===== config.mk =====
export PLATFORM = sky130hd
export DESIGN_NAME = spad_read_controller_ifmap
export DESIGN_NICKNAME = d
export VERILOG_FILES = /design/src/rtl/spad_read_controller_ifmap.sv
export SDC_FILE = /design/constraint.sdc
export NUM_CORES = 1
export LEC_CHECK = 0
export BUFFER_PORTS_ARGS = -buffer_cell sky130_fd_sc_hd__buf_4
export CAP_MARGIN = 0
export CORE_AREA = 2 2 57 59
export CTS_BUF_LIST = sky130_fd_sc_hd__clkbuf_4
export CTS_CLUSTER_DIAMETER = 30
export DETAILED_ROUTE_END_ITERATION = 8
export DIE_AREA = 0 0 59 61
export HOLD_SLACK_MARGIN = 0.02
export PLACE_DENSITY_LB_ADDON = 0.05
export SETUP_SLACK_MARGIN = 0.1
export SKIP_CTS_REPAIR_TIMING = 1
export SKIP_LAST_GASP = 1
export SYNTH_ARGS = -nofsm -noshare
export SYNTH_HDL_FRONTEND = slang
export SYNTH_SLANG_ARGS = --single-unit

===== constraint.sdc =====
create_clock -name clk -period 4.2 [get_ports clk]
set_clock_uncertainty 0.15 [all_clocks]
set_input_delay 0.21 -clock clk [delete_from_list [all_inputs] [get_ports clk]]
set_output_delay 0.21 -clock clk [all_outputs]
set_load 0.03 [all_outputs]

===== src/rtl/spad_read_controller_ifmap.sv =====
// rtl/spad_read_controller_ifmap.sv - circular IFMap scratchpad window reader
// Optional feature macro: SPAD_RD_WIN_CNT_EN (adds the win_cnt window counter output).
module spad_read_controller_ifmap #(
    parameter int SPAD_ADDR_WIDTH = 3,
    parameter int SPAD_DEPTH      = 7,
    parameter int FILT_WIDTH      = 3
) (
    input  logic                       clk,
    input  logic                       rst,
    input  logic                       init,
    input  logic                       stall,
    input  logic [FILT_WIDTH-1:0]      filt_len,
    input  logic [FILT_WIDTH-1:0]      stride,
    input  logic                       valid_start,
    input  logic                       valid_end,
    input  logic [SPAD_ADDR_WIDTH-1:0] start_data,
    input  logic [SPAD_ADDR_WIDTH-1:0] end_data,
    input  logic [SPAD_ADDR_WIDTH-1:0] spad_waddr,
    input  logic                       out_ready,
    output logic                       ren_spad,
    output logic [SPAD_ADDR_WIDTH-1:0] spad_raddr,
    output logic                       win_last,
    output logic                       done
`ifdef SPAD_RD_WIN_CNT_EN
    ,
    output logic [FILT_WIDTH+SPAD_ADDR_WIDTH-1:0] win_cnt
`endif
);

    localparam int M  = SPAD_DEPTH + 1;
    localparam int AW = SPAD_ADDR_WIDTH;
    localparam int DW = SPAD_ADDR_WIDTH + 1;
    localparam int SW = SPAD_ADDR_WIDTH + FILT_WIDTH + 1;

    localparam logic [2:0] ST_IDLE       = 3'd0;
    localparam logic [2:0] ST_WAIT_START = 3'd1;
    localparam logic [2:0] ST_READ       = 3'd2;
    localparam logic [2:0] ST_NEXT       = 3'd3;
    localparam logic [2:0] ST_DONE       = 3'd4;

    // Ring distance from a forward to b, one bit wider than an address.
    function automatic logic [DW-1:0] ring_dist(input logic [AW-1:0] a, input logic [AW-1:0] b);
        logic [DW-1:0] t;
        t = {1'b0, b} + DW'(M) - {1'b0, a};
        if (t >= DW'(M)) begin
            t = t - DW'(M);
        end
        return t;
    endfunction

    function automatic logic [AW-1:0] ring_add(input logic [AW-1:0] a, input logic [FILT_WIDTH-1:0] b);
        logic [SW-1:0] s;
        s = SW'(a) + SW'(b);
        s = s % SW'(M);
        return s[AW-1:0];
    endfunction

    logic [2:0]            state_q, state_d;
    logic [AW-1:0]         base_q, base_d;
    logic [FILT_WIDTH-1:0] k_q, k_d;
    logic [FILT_WIDTH-1:0] fl_q, fl_d;
    logic [FILT_WIDTH-1:0] st_q, st_d;
`ifdef SPAD_RD_WIN_CNT_EN
    logic [FILT_WIDTH+AW-1:0] win_cnt_q, win_cnt_d;
    assign win_cnt = win_cnt_q;
`endif

    logic [AW-1:0] addr;
    logic [DW-1:0] d_addr, d_end, d_wr, d_base;
    logic          avail, fit, last_k;

    assign addr   = ring_add(base_q, k_q);
    assign d_addr = ring_dist(start_data, addr);
    assign d_end  = ring_dist(start_data, end_data);
    assign d_wr   = ring_dist(start_data, spad_waddr);
    assign d_base = ring_dist(start_data, base_q);

    // While the row end is unknown, only entries already written are readable.
    assign avail  = valid_end ? (d_addr <= d_end) : (d_addr < d_wr);
    assign fit    = (SW'(d_base) + SW'(fl_q)) <= (SW'(d_end) + SW'(1));
    assign last_k = (k_q == (fl_q - FILT_WIDTH'(1)));

    assign spad_raddr = addr;

    always_comb begin
        state_d  = state_q;
        base_d   = base_q;
        k_d      = k_q;
        fl_d     = fl_q;
        st_d     = st_q;
        ren_spad = 1'b0;
        win_last = 1'b0;
        done     = 1'b0;
`ifdef SPAD_RD_WIN_CNT_EN
        win_cnt_d = win_cnt_q;
`endif
        if (!stall) begin
            case (state_q)
                ST_IDLE: begin
                    if (init) begin
                        fl_d    = (filt_len == '0) ? FILT_WIDTH'(1) : filt_len;
                        st_d    = (stride == '0) ? FILT_WIDTH'(1) : stride;
                        state_d = ST_WAIT_START;
                    end
                end
                ST_WAIT_START: begin
                    if (valid_start) begin
                        base_d  = start_data;
                        k_d     = '0;
                        state_d = ST_READ;
                    end
                end
                ST_READ: begin
                    if ((k_q == '0) && valid_end && !fit) begin
                        state_d = ST_DONE;
                    end else if (avail && out_ready) begin
                        ren_spad = 1'b1;
                        if (last_k) begin
                            win_last = 1'b1;
                            state_d  = ST_NEXT;
                        end else begin
                            k_d = k_q + FILT_WIDTH'(1);
                        end
                    end
                end
                ST_NEXT: begin
                    base_d  = ring_add(base_q, st_q);
                    k_d     = '0;
                    state_d = ST_READ;
`ifdef SPAD_RD_WIN_CNT_EN
                    if (win_cnt_q != '1) begin
                        win_cnt_d = win_cnt_q + 1'b1;
                    end
`endif
                end
                ST_DONE: begin
                    done    = 1'b1;
                    state_d = ST_WAIT_START;
`ifdef SPAD_RD_WIN_CNT_EN
                    win_cnt_d = '0;
`endif
                end
                default: state_d = ST_IDLE;
            endcase
        end
    end

    always_ff @(posedge clk) begin
        if (rst) begin
            state_q <= ST_IDLE;
            base_q  <= '0;
            k_q     <= '0;
            fl_q    <= '0;
            st_q    <= '0;
`ifdef SPAD_RD_WIN_CNT_EN
            win_cnt_q <= '0;
`endif
        end else begin
            state_q <= state_d;
            base_q  <= base_d;
            k_q     <= k_d;
            fl_q    <= fl_d;
            st_q    <= st_d;
`ifdef SPAD_RD_WIN_CNT_EN
            win_cnt_q <= win_cnt_d;
`endif
        end
    end

endmodule


== Yosys cells after proc, flatten, opt, wreduce, memory -nomap -nowiden ==
Index checks and enable logic that the tools add are counted.

* Flip-flop bits (word level): 15
* Input bits: 22
* Output and inout bits: 6
* Logic and storage cells: 88

* Add/subtract/negate cells: 18
* $lt $le $gt $ge: 7
* Eq/ne operators: 12
* Multiplexer cells: 31
* Bitwise logic cells: 1
* Reduce and logical (&&, ||, !) cells: 14

{| class="wikitable"
|+ Operators with widths
! cell !! count
|-
| $mux 3 || 12
|-
| $add 3x4->4 const B || 4
|-
| $ge 4x4->1 const B || 4
|-
| $mux 4 || 4
|-
| $sub 4x3->4 || 4
|-
| $sub 4x4->4 const B || 4
|-
| $pmux 3 s5 || 1
|-
| $logic_not 3->1 || 4
|-
| $mux 1 || 12
|-
| $ne 2x2->1 const B || 5
|-
| $pmux 3 s3 || 1
|-
| $add 3x3->3 || 2
|-
| $eq 3x2->1 const B || 2
|-
| $ne 3x3->1 const B || 2
|-
| $pmux 3 s2 || 1
|-
| $reduce_and 3->1 || 2
|-
| $reduce_and 6->1 || 1
|-
| $add 4x1->5 const B || 1
|-
| $add 4x3->5 || 1
|-
| $le 5x5->1 || 1
|-
| $reduce_and 5->1 || 1
|-
| $le 4x4->1 || 1
|-
| $lt 4x4->1 || 1
|-
| $add 3x1->3 const B || 1
|-
| other kinds (9) || 11
|}

== Logic depth before layout (Yosys ltp) ==
Gate-level depths: netlist of the first run.

* Depth in word-level cells: 12
* Mapped depth: 15
* Gate-level depth less buffers: 15

== Worst setup path after synthesis of the first run ==
Ideal clock, no wire load.

* Path type: register to output
* From: register k_q[0]
* To: output win_last
* Arrival: 3,702 ps
* Slack: 138 ps
* Stages on the path, launching flop included: 13
* Buffers on the path: 0
* Path through: dfxtp_1 -> ha_1 -> fa_1 -> inv_1 -> fa_1 -> xnor2_1 -> xnor2_1 -> ha_1 -> o21ai_0 -> o32a_2 -> and3b_1 -> nor2b_1 -> and2_1

* Cells in the longest elaborated chain, start to end: 12
* Elaborated cells between the ends (all ways): 19
* Those cells by class: add/sub: 4; order compare: 3; eq/ne: 1; mux: 7; reduce/logical: 4

{| class="wikitable"
|+ RTL lines
! what !! RTL line !! RTL
|-
| start: declaration || 60 || <nowiki>logic [FILT_WIDTH-1:0] k_q, k_d;</nowiki>
|-
| start signal: assignment || 161 || <nowiki>k_q <= k_d;</nowiki>
|-
| $add 3x3->3 (*) || 53 || <nowiki>s = SW'(a) + SW'(b);</nowiki>
|-
| net spad_raddr[1] || 21 || <nowiki>output logic [SPAD_ADDR_WIDTH-1:0] spad_raddr,</nowiki>
|-
| $add 3x4->4 (*) || 44 || <nowiki>t = {1'b0, b} + DW'(M) - {1'b0, a};</nowiki>
|-
| $sub 4x3->4 (*) || 44 ||
|-
| $sub 4x4->4 or $ge 4x4->1 (tied branches) || 46, 45 ||
|-
| $mux 4 (*) || 45 || <nowiki>if (t >= DW'(M)) begin</nowiki>
|-
| $lt 4x4->1 or $le 4x4->1 (tied branches) || 79 || <nowiki>assign avail = valid_end ? (d_addr <= d_end) : (d_addr < d_wr);</nowiki>
|-
| $mux 1 (*) || 79 ||
|-
| $logic_and 1x1->1 (*) || 116 || <nowiki>end else if (avail && out_ready) begin</nowiki>
|-
| $mux 1 (*) || 116 ||
|-
| $mux 1 (*) || 114 || <nowiki>if ((k_q == '0) && valid_end && !fit) begin</nowiki>
|-
| $mux 1 (*) || 98 || <nowiki>case (state_q)</nowiki>
|-
| $mux 1 (*) || 97 || <nowiki>if (!stall) begin</nowiki>
|-
| end: declaration || 22 || <nowiki>output logic win_last,</nowiki>
|}

The timed path passes the listed nets; every way through them passes the cells marked *.

== Final worst setup path of the first run ==
* From: register k_q[0]
* To: output win_last

* Cells in the longest elaborated chain, start to end: 12
* Elaborated cells between the ends (all ways): 19
* Those cells by class: add/sub: 4; order compare: 3; eq/ne: 1; mux: 7; reduce/logical: 4

{| class="wikitable"
|+ RTL lines
! what !! RTL line
|-
| $add 3x3->3 || 53
|-
| $add 3x4->4 || 44
|-
| $sub 4x3->4 || 44
|-
| $sub 4x4->4 or $ge 4x4->1 (tied branches) || 46, 45
|-
| $mux 4 || 45
|-
| $lt 4x4->1 or $le 4x4->1 (tied branches) || 79
|-
| $mux 1 || 79
|-
| $logic_and 1x1->1 || 116
|-
| $mux 1 || 116
|-
| $mux 1 (*) || 114
|-
| $mux 1 (*) || 98
|-
| $mux 1 (*) || 97
|}

Mark *: on every way between the ends. The rest lies on a longest branch, timed or not.

==> summary.md, run 1 <==
| Metric | Value |
|---|---|
| CTS Buf Count | `3` |
| CTS clock-pin slew for the worst setup and hold paths | `0.10 ns` |
| CORE AREA | `2950 µm²` |
| Core Util, Final | `64.1%` |
| Commonest non-fill, non-tap cell in the layout | `inv_1` |
| Hold wc startpoint | `stride[2]` |
| Die area | `3600 µm²` |
| Initial antenna violation count | `0` |
| M3 GR Usage | `1.71%` |
| Critical path type | `flip-flop to primary output` |
| Reg2reg setup slack | `0.74 ns` |
| FF-to-FF End | `k_q[2]` |
| Outcome | `finished, final reports clean` |
| Final hold vios | `0` |
| Dpl hpwl | `2.94 mm` |
| Register-to-Register Path Depth | `15` |
| Hold Crit Depth | `3` |
| RSZ-0062 raised after global routing | `false` |
| Share of layout cells above drive strength 1 | `18.6%` |
| CP delay by family, top | `adder cells` |
| Critical path buffers and inverters | `2` |
| Starting Density | `54.3%` |
| TritonCTS clock tree | `yes` |
| Comb power frac | `46.8%` |
| Met1 usage | `25.6%` |
| Yosys top cell area share | `21.1%` |
| Max Cap Violations | `0` |
| Mapped Cells | `191` |
| N_diodes | `0` |
| Final #Nets | `278` |
| Chip height | `61 µm` |
| Seq pwr share | `34.1%` |
| Mean Syn Cell Area | `8.39 µm²` |
| Internal power | `287 µW` |
| Register bit count reported by yosys | `15` |
| Net Count, Synth | `247` |
| Die Width | `59 µm` |
| Pleak | `0.000930 µW` |
| Synth unique cells | `39` |
| Synth top area cells | `ha_1 (21%), dfxtp_1 (19%), fa_1 (8.7%)` |
| H-tree levels | `1` |
| I/O pin count | `28` |
| Gr ovfl total | `0` |
| Via-to-Cell Ratio | `5.40` |
| Drt first pass iters | `4` |
| PortBufs | `27` |
| Cell Pwr Density | `247 nW/µm²` |
| Max Fclk | `256 MHz` |
| First-pass GRT wire length | `6.07 mm` |
| Ys flop type | `dfxtp_1` |
| Detailed Route WL | `3.49 mm` |
| Final period utilization | `93.1%` |
| Largest net degree at the start of global routing | `18` |
| GR peak layer | `met2` |
| NetSw | `180 µW` |
| Vias in the first global route | `1424` |
| Worst hold path class | `primary input to flip-flop` |
| Drt wl/cell | `13.7 µm` |
| Setup ws final | `0.291 ns` |
| Yosys top cell by area | `ha_1` |
| Footprint of the multi-input gates | `1190 µm²` |
| Cell Chain, Critical Path | `ha_1 > fa_1 > inv_1 > fa_1 > xnor2_2 > xnor2_2 > ha_1 > nor2_1 > o32a_2 > and3b_1 > nor2b_1 > and2_1 > buf_4` |
| Seq. cell area | `300 µm²` |
| RD Place Congestion | `0.819` |
| Crit end category | `primary output` |
| Clock Power Share | `19.1%` |
| Most frequent cells in the layout | `inv_1 (32), ha_1 (27), buf_4 (27), nor2_1 (16), dfxtp_1 (15)` |
| Required @ worst endpoint | `3.84 ns` |
| EDFF count, synth | `0` |
| Num rows | `20` |
| Synthesized area | `1600 µm²` |
| Clock root buffer | `clkbuf_4` |
| Clock Sinks | `15` |
| M2 GR Usage | `43.2%` |
| Number of DRC markers in iteration 0 | `49` |
| # DRC | `0` |
| Kind of start point of the critical path | `flip-flop` |
| YS warnings | `0` |
| Filler Cells Inserted | `260` |
| Total GRT Usage | `22.2%` |
| RR Startpoint | `base_q[0]` |
| Slew Limit Fails | `0` |
| CP arrival | `3.55 ns` |
| Min Tclk post-route | `3.91 ns` |
| Register area share after synthesis | `18.7%` |
| Deepest clock path buffer count | `2` |
| Crit Path Max Fanout | `5` |
| Peak supply drop | `0.159 mV` |
| Fraction of registers with async set/reset | `0%` |
| Hold EP | `st_q[2]` |
| P&R area growth vs syn | `18.0%` |
| Clk_lat worst skew | `0.29 ns` |
| Critical path's slowest cell | `fa_1` |
| PnR Total Power | `467 µW` |
| Total negative slack | `0 ns` |
| Sw Ratio | `38.6%` |
| Worst path max stage delay | `0.52 ns` |
| Setup violations, final | `0` |
| Total vias in the final route | `1371` |
| Worst slack, placed | `0.540 ns` |
| Post-DRT Antenna Nets | `0` |
-- worst max path at each step --
| stage | start | to | slack, ns | depth (start not counted) |
|---|---|---|---|---|
| floorplan | k_q[0] | win_last | 0.14 | 12 |
| global placement | k_q[0] | win_last | 0.59 | 13 |
| detailed placement | k_q[0] | win_last | 0.54 | 13 |
| CTS | k_q[0] | win_last | 0.22 | 13 |
| global route | base_q[0] | win_last | 0.11 | 16 |
| finish | k_q[0] | win_last | 0.29 | 13 |
-- registers in the layout, indices dropped and copies added, names as in the netlist --
register and count:
fl_q 3, state_q 3, k_q 3, base_q 3, st_q 3
-- worst reg2reg max path, cell delays in order (launching register included) --
cell,delay [ns]
dfxtp_1,0.35
inv_1,0.06
ha_1,0.13
inv_1,0.05
fa_1,0.38
xor2_1,0.19
ha_1,0.34
a21oi_1,0.13
nand2_1,0.07
ha_1,0.31
nand4_1,0.14
o2111a_1,0.31
nand3_1,0.10
nand2_1,0.11
nor3_1,0.19
mux2_1,0.33
-- layout make-up --
class / count / area share [%]
sequential: 15 / 15.9
multi-input combinational: 142 / 62.8
inverter: 32 / 6.35
clock inverter: 1 / 0.397
clock buffer: 3 / 1.19
tap: 33 / 2.18
timing repair buffer: 28 / 11.2
-- synthesized netlist by cell type, types with 2 or more instances --
library cell  number
nand3_1            6
nor2_1            16
mux2i_1            4
dfxtp_1           15
nand2_1           14
a21oi_1           13
ha_1              27
xnor2_1            9
conb_1             2
nor2b_1            3
xor2_1             5
inv_1             32
nand4_1            2
fa_1               7
o21ai_0            6
a211oi_1           2
o221ai_1           2
nor3_1             4
and2_1             2
-- per-stage QoR --
step	hold WS [ns]	cells	cell area [µm²]
CTS	0.00698	253	1860
floorplan	0.204	191	1600
finish	0.00179	254	1890
global route	0.0319	254	1890
detailed placement	0.311	249	1830
global placement	0.297	249	1830
-- routing by layer --
layer	part of all wire [%]	vias up
met5	0	-
met4	1.7	0
met3	3.6	10
met2	52	30
met1	43	635
li1	-	696
-- logic make-up (layout without fill, tap and decap cells) --
| logic type | Yosys count | after routing | synth area share [%] |
|---|---|---|---|
| mux | 5 | 5 | 3.20 |
| fa+ha+maj | 34 | 34 | 29.8 |
| other cells | 2 | 2 | 0.469 |
| xor+xnor | 15 | 15 | 9.06 |
| buf+inv | 34 | 64 | 8.51 |
| compound gates | 30 | 30 | 11.9 |
| simple gates | 56 | 56 | 18.3 |
| flops | 15 | 15 | 18.7 |
-- power by group through the flow --
| stage | sequential [µW] | clock (µW) | combinational, µW |
|---|---|---|---|
| after floorplan | 160 | 0 | 154 |
| after global placement | 162 | 0 | 203 |
| after detailed placement | 162 | 0 | 210 |
| after CTS | 159 | 90.4 | 212 |
| after global routing | 160 | 96.0 | 254 |
| final | 159 | 89.1 | 219 |
Power figures use the tool's default switching activity.
==> run 2, diff against run 1 <==
ABC_AREA = 0   (was default)
PLACE_DENSITY = 0.78   (was default)
PLACE_DENSITY_LB_ADDON = default   (was 0.05)
==> run 2 against run 1 <==
Net effect: total power is 0.18% lower; routed wire length is 8.8% lower; worst hold slack worse by 0.00061 ns; cell area is 0.13% lower; sequential power hardly changed; clock power is 0.8% higher; critical path depth stayed put; die area stayed put; worst setup slack worse by 0.036 ns.
==> summary.md, run 2 (synthesis gave the netlist of run 1 again) <==
| Metric | Value |
|---|---|
| Filler Cells Inserted | `281 (+8.1%)` |
| Total vias in the final route | `1340 (-2.3%)` |
| Chip height | `61 µm (unchanged)` |
| Final #Nets | `278 (unchanged)` |
| Worst slack, placed | `0.528 ns (-0.0125 ns)` |
| RSZ-0062 raised after global routing | `false` |
| CORE AREA | `2950 µm² (unchanged)` |
| Drt first pass iters | `4 (unchanged)` |
| Drt wl/cell | `12.5 µm (-8.8%)` |
| I/O pin count | `28 (unchanged)` |
| Hold_ws | `0.00118 ns (-0.000607 ns)` |
| Crit end category | `primary output` |
| Number of DRC markers in iteration 0 | `44 (-10%)` |
| Outcome | `finished, final reports clean` |
| TritonCTS clock tree | `yes` |
| Largest net degree at the start of global routing | `18 (unchanged)` |
| Clock root buffer | `clkbuf_4` |
| Core Util, Final | `64.0% (-0.085 points)` |
| Via-to-Cell Ratio | `5.28 (-2.3%)` |
| Total GRT Usage | `20.5% (-1.7 points)` |
| Share of layout cells above drive strength 1 | `18.6% (unchanged)` |
| Max Fclk | `253 MHz (-0.91%)` |
| Setup violations, final | `0 (unchanged)` |
| P&R area growth vs syn | `17.9%` |
| Deepest clock path buffer count | `2 (unchanged)` |
| Final period utilization | `93.9% (+0.86 points)` |
| Final hold vios | `0 (unchanged)` |
| Clock Sinks | `15 (unchanged)` |
| CTS Buf Count | `3 (unchanged)` |
| Crit Path Max Fanout | `5 (unchanged)` |
| Critical path type | `flip-flop to primary output` |
| Cell Pwr Density | `247 nW/µm² (about the same)` |
| Most frequent cells in the layout | `inv_1 (32), ha_1 (27), buf_4 (27), nor2_1 (16), dfxtp_1 (15)` |
| Post-DRT Antenna Nets | `0 (unchanged)` |
| Initial antenna violation count | `0 (unchanged)` |
| Clk_lat worst skew | `0.30 ns (about the same)` |
| Total negative slack | `0 ns (unchanged)` |
| First-pass GRT wire length | `5.61 mm (-7.5%)` |
| Dpl hpwl | `2.62 mm (-11%)` |
| Worst hold path class | `primary input to flip-flop` |
| Required @ worst endpoint | `3.84 ns (about the same)` |
| Setup ws final | `0.255 ns (-0.0361 ns)` |
| PortBufs | `27 (unchanged)` |
| Commonest non-fill, non-tap cell in the layout | `inv_1` |
| Gr ovfl total | `0 (unchanged)` |
| H-tree levels | `1 (unchanged)` |
| Die area | `3600 µm² (unchanged)` |
| Min Tclk post-route | `3.94 ns (+0.0361 ns)` |
| Pleak | `0.000934 µW (+0.40%)` |
| Kind of start point of the critical path | `flip-flop` |
| RD Place Congestion | `0.824 (+0.61%)` |
| Vias in the first global route | `1330 (-6.6%)` |
| Starting Density | `54.3% (unchanged)` |
| N_diodes | `0 (unchanged)` |
| PnR Total Power | `466 µW (-0.18%)` |
| CP arrival | `3.58 ns (+0.03 ns)` |
| Peak supply drop | `0.140 mV (-12%)` |
| Max Cap Violations | `0 (unchanged)` |
| Detailed Route WL | `3.18 mm (-8.8%)` |
| # DRC | `0 (unchanged)` |
| Num rows | `20 (unchanged)` |
| CTS clock-pin slew for the worst setup and hold paths | `0.10 ns (about the same)` |
| Die Width | `59 µm (unchanged)` |
| Slew Limit Fails | `0 (unchanged)` |
[run 2: cell types whose count changed in the layout (fill, tap and decap cells not counted)]
cell	previous run	this run
clkinvlp_4	1	0
clkinv_2	0	1
[run 2: path summary, 6_finish.rpt]
check / slack, ns / startpoint / cells after the start / end
worst max-delay path: 0.26 / k_q[0] / 13 / win_last
worst min-delay path: 0.001 / filt_len[2] / 3 / fl_q[2]
worst max register to register: 0.71 / k_q[0] / 12 / k_q[2]
worst min register to register: 0.36 / st_q[0] / 2 / st_q[0]
[run 2: layout make-up]
class,instances,area (µm²),share of cell area (%)
tap,33,41.3,2.19
clock inverter,1,5.00,0.265
timing repair buffer,28,213,11.3
multi-input combinational,142,1190,62.8
clock buffer,3,22.5,1.19
inverter,32,120,6.36
sequential,15,300,15.9
[run 2: per-stage QoR]
stage                     cells  instance area [µm²]
final                       254                 1890
after global routing        254                 1890
after CTS                   253                 1860
after detailed placement    249                 1830
after global placement      249                 1830
after floorplan             191                 1600
[run 2: critical path: stages (launching register included)]
cell and delay (ns):
dfxtp_1 0.38, ha_1 0.22, fa_1 0.52, inv_1 0.07, fa_1 0.44, xnor2_2 0.17
xnor2_2 0.20, ha_1 0.21, a211oi_1 0.06, o32a_2 0.40, and3b_1 0.18, nor2b_1 0.13
and2_1 0.15, buf_4 0.16
[run 2: routing by layer]
metal | wire length (µm) | GRT usage (%)
met3 | 174 | 1.49
met2 | 1540 | 37.9
met1 | 1420 | 24.9
met5 | 0 | 0
met4 | 47 | 7.79
[run 2: power by group]
group | internal [µW] | total [µW] | leakage [µW] | switching, µW
registers | 150 | 159 | 0.000122 | 9.07
clock network | 35.5 | 89.8 | 0.0000177 | 54.2
logic | 101 | 218 | 0.000794 | 117
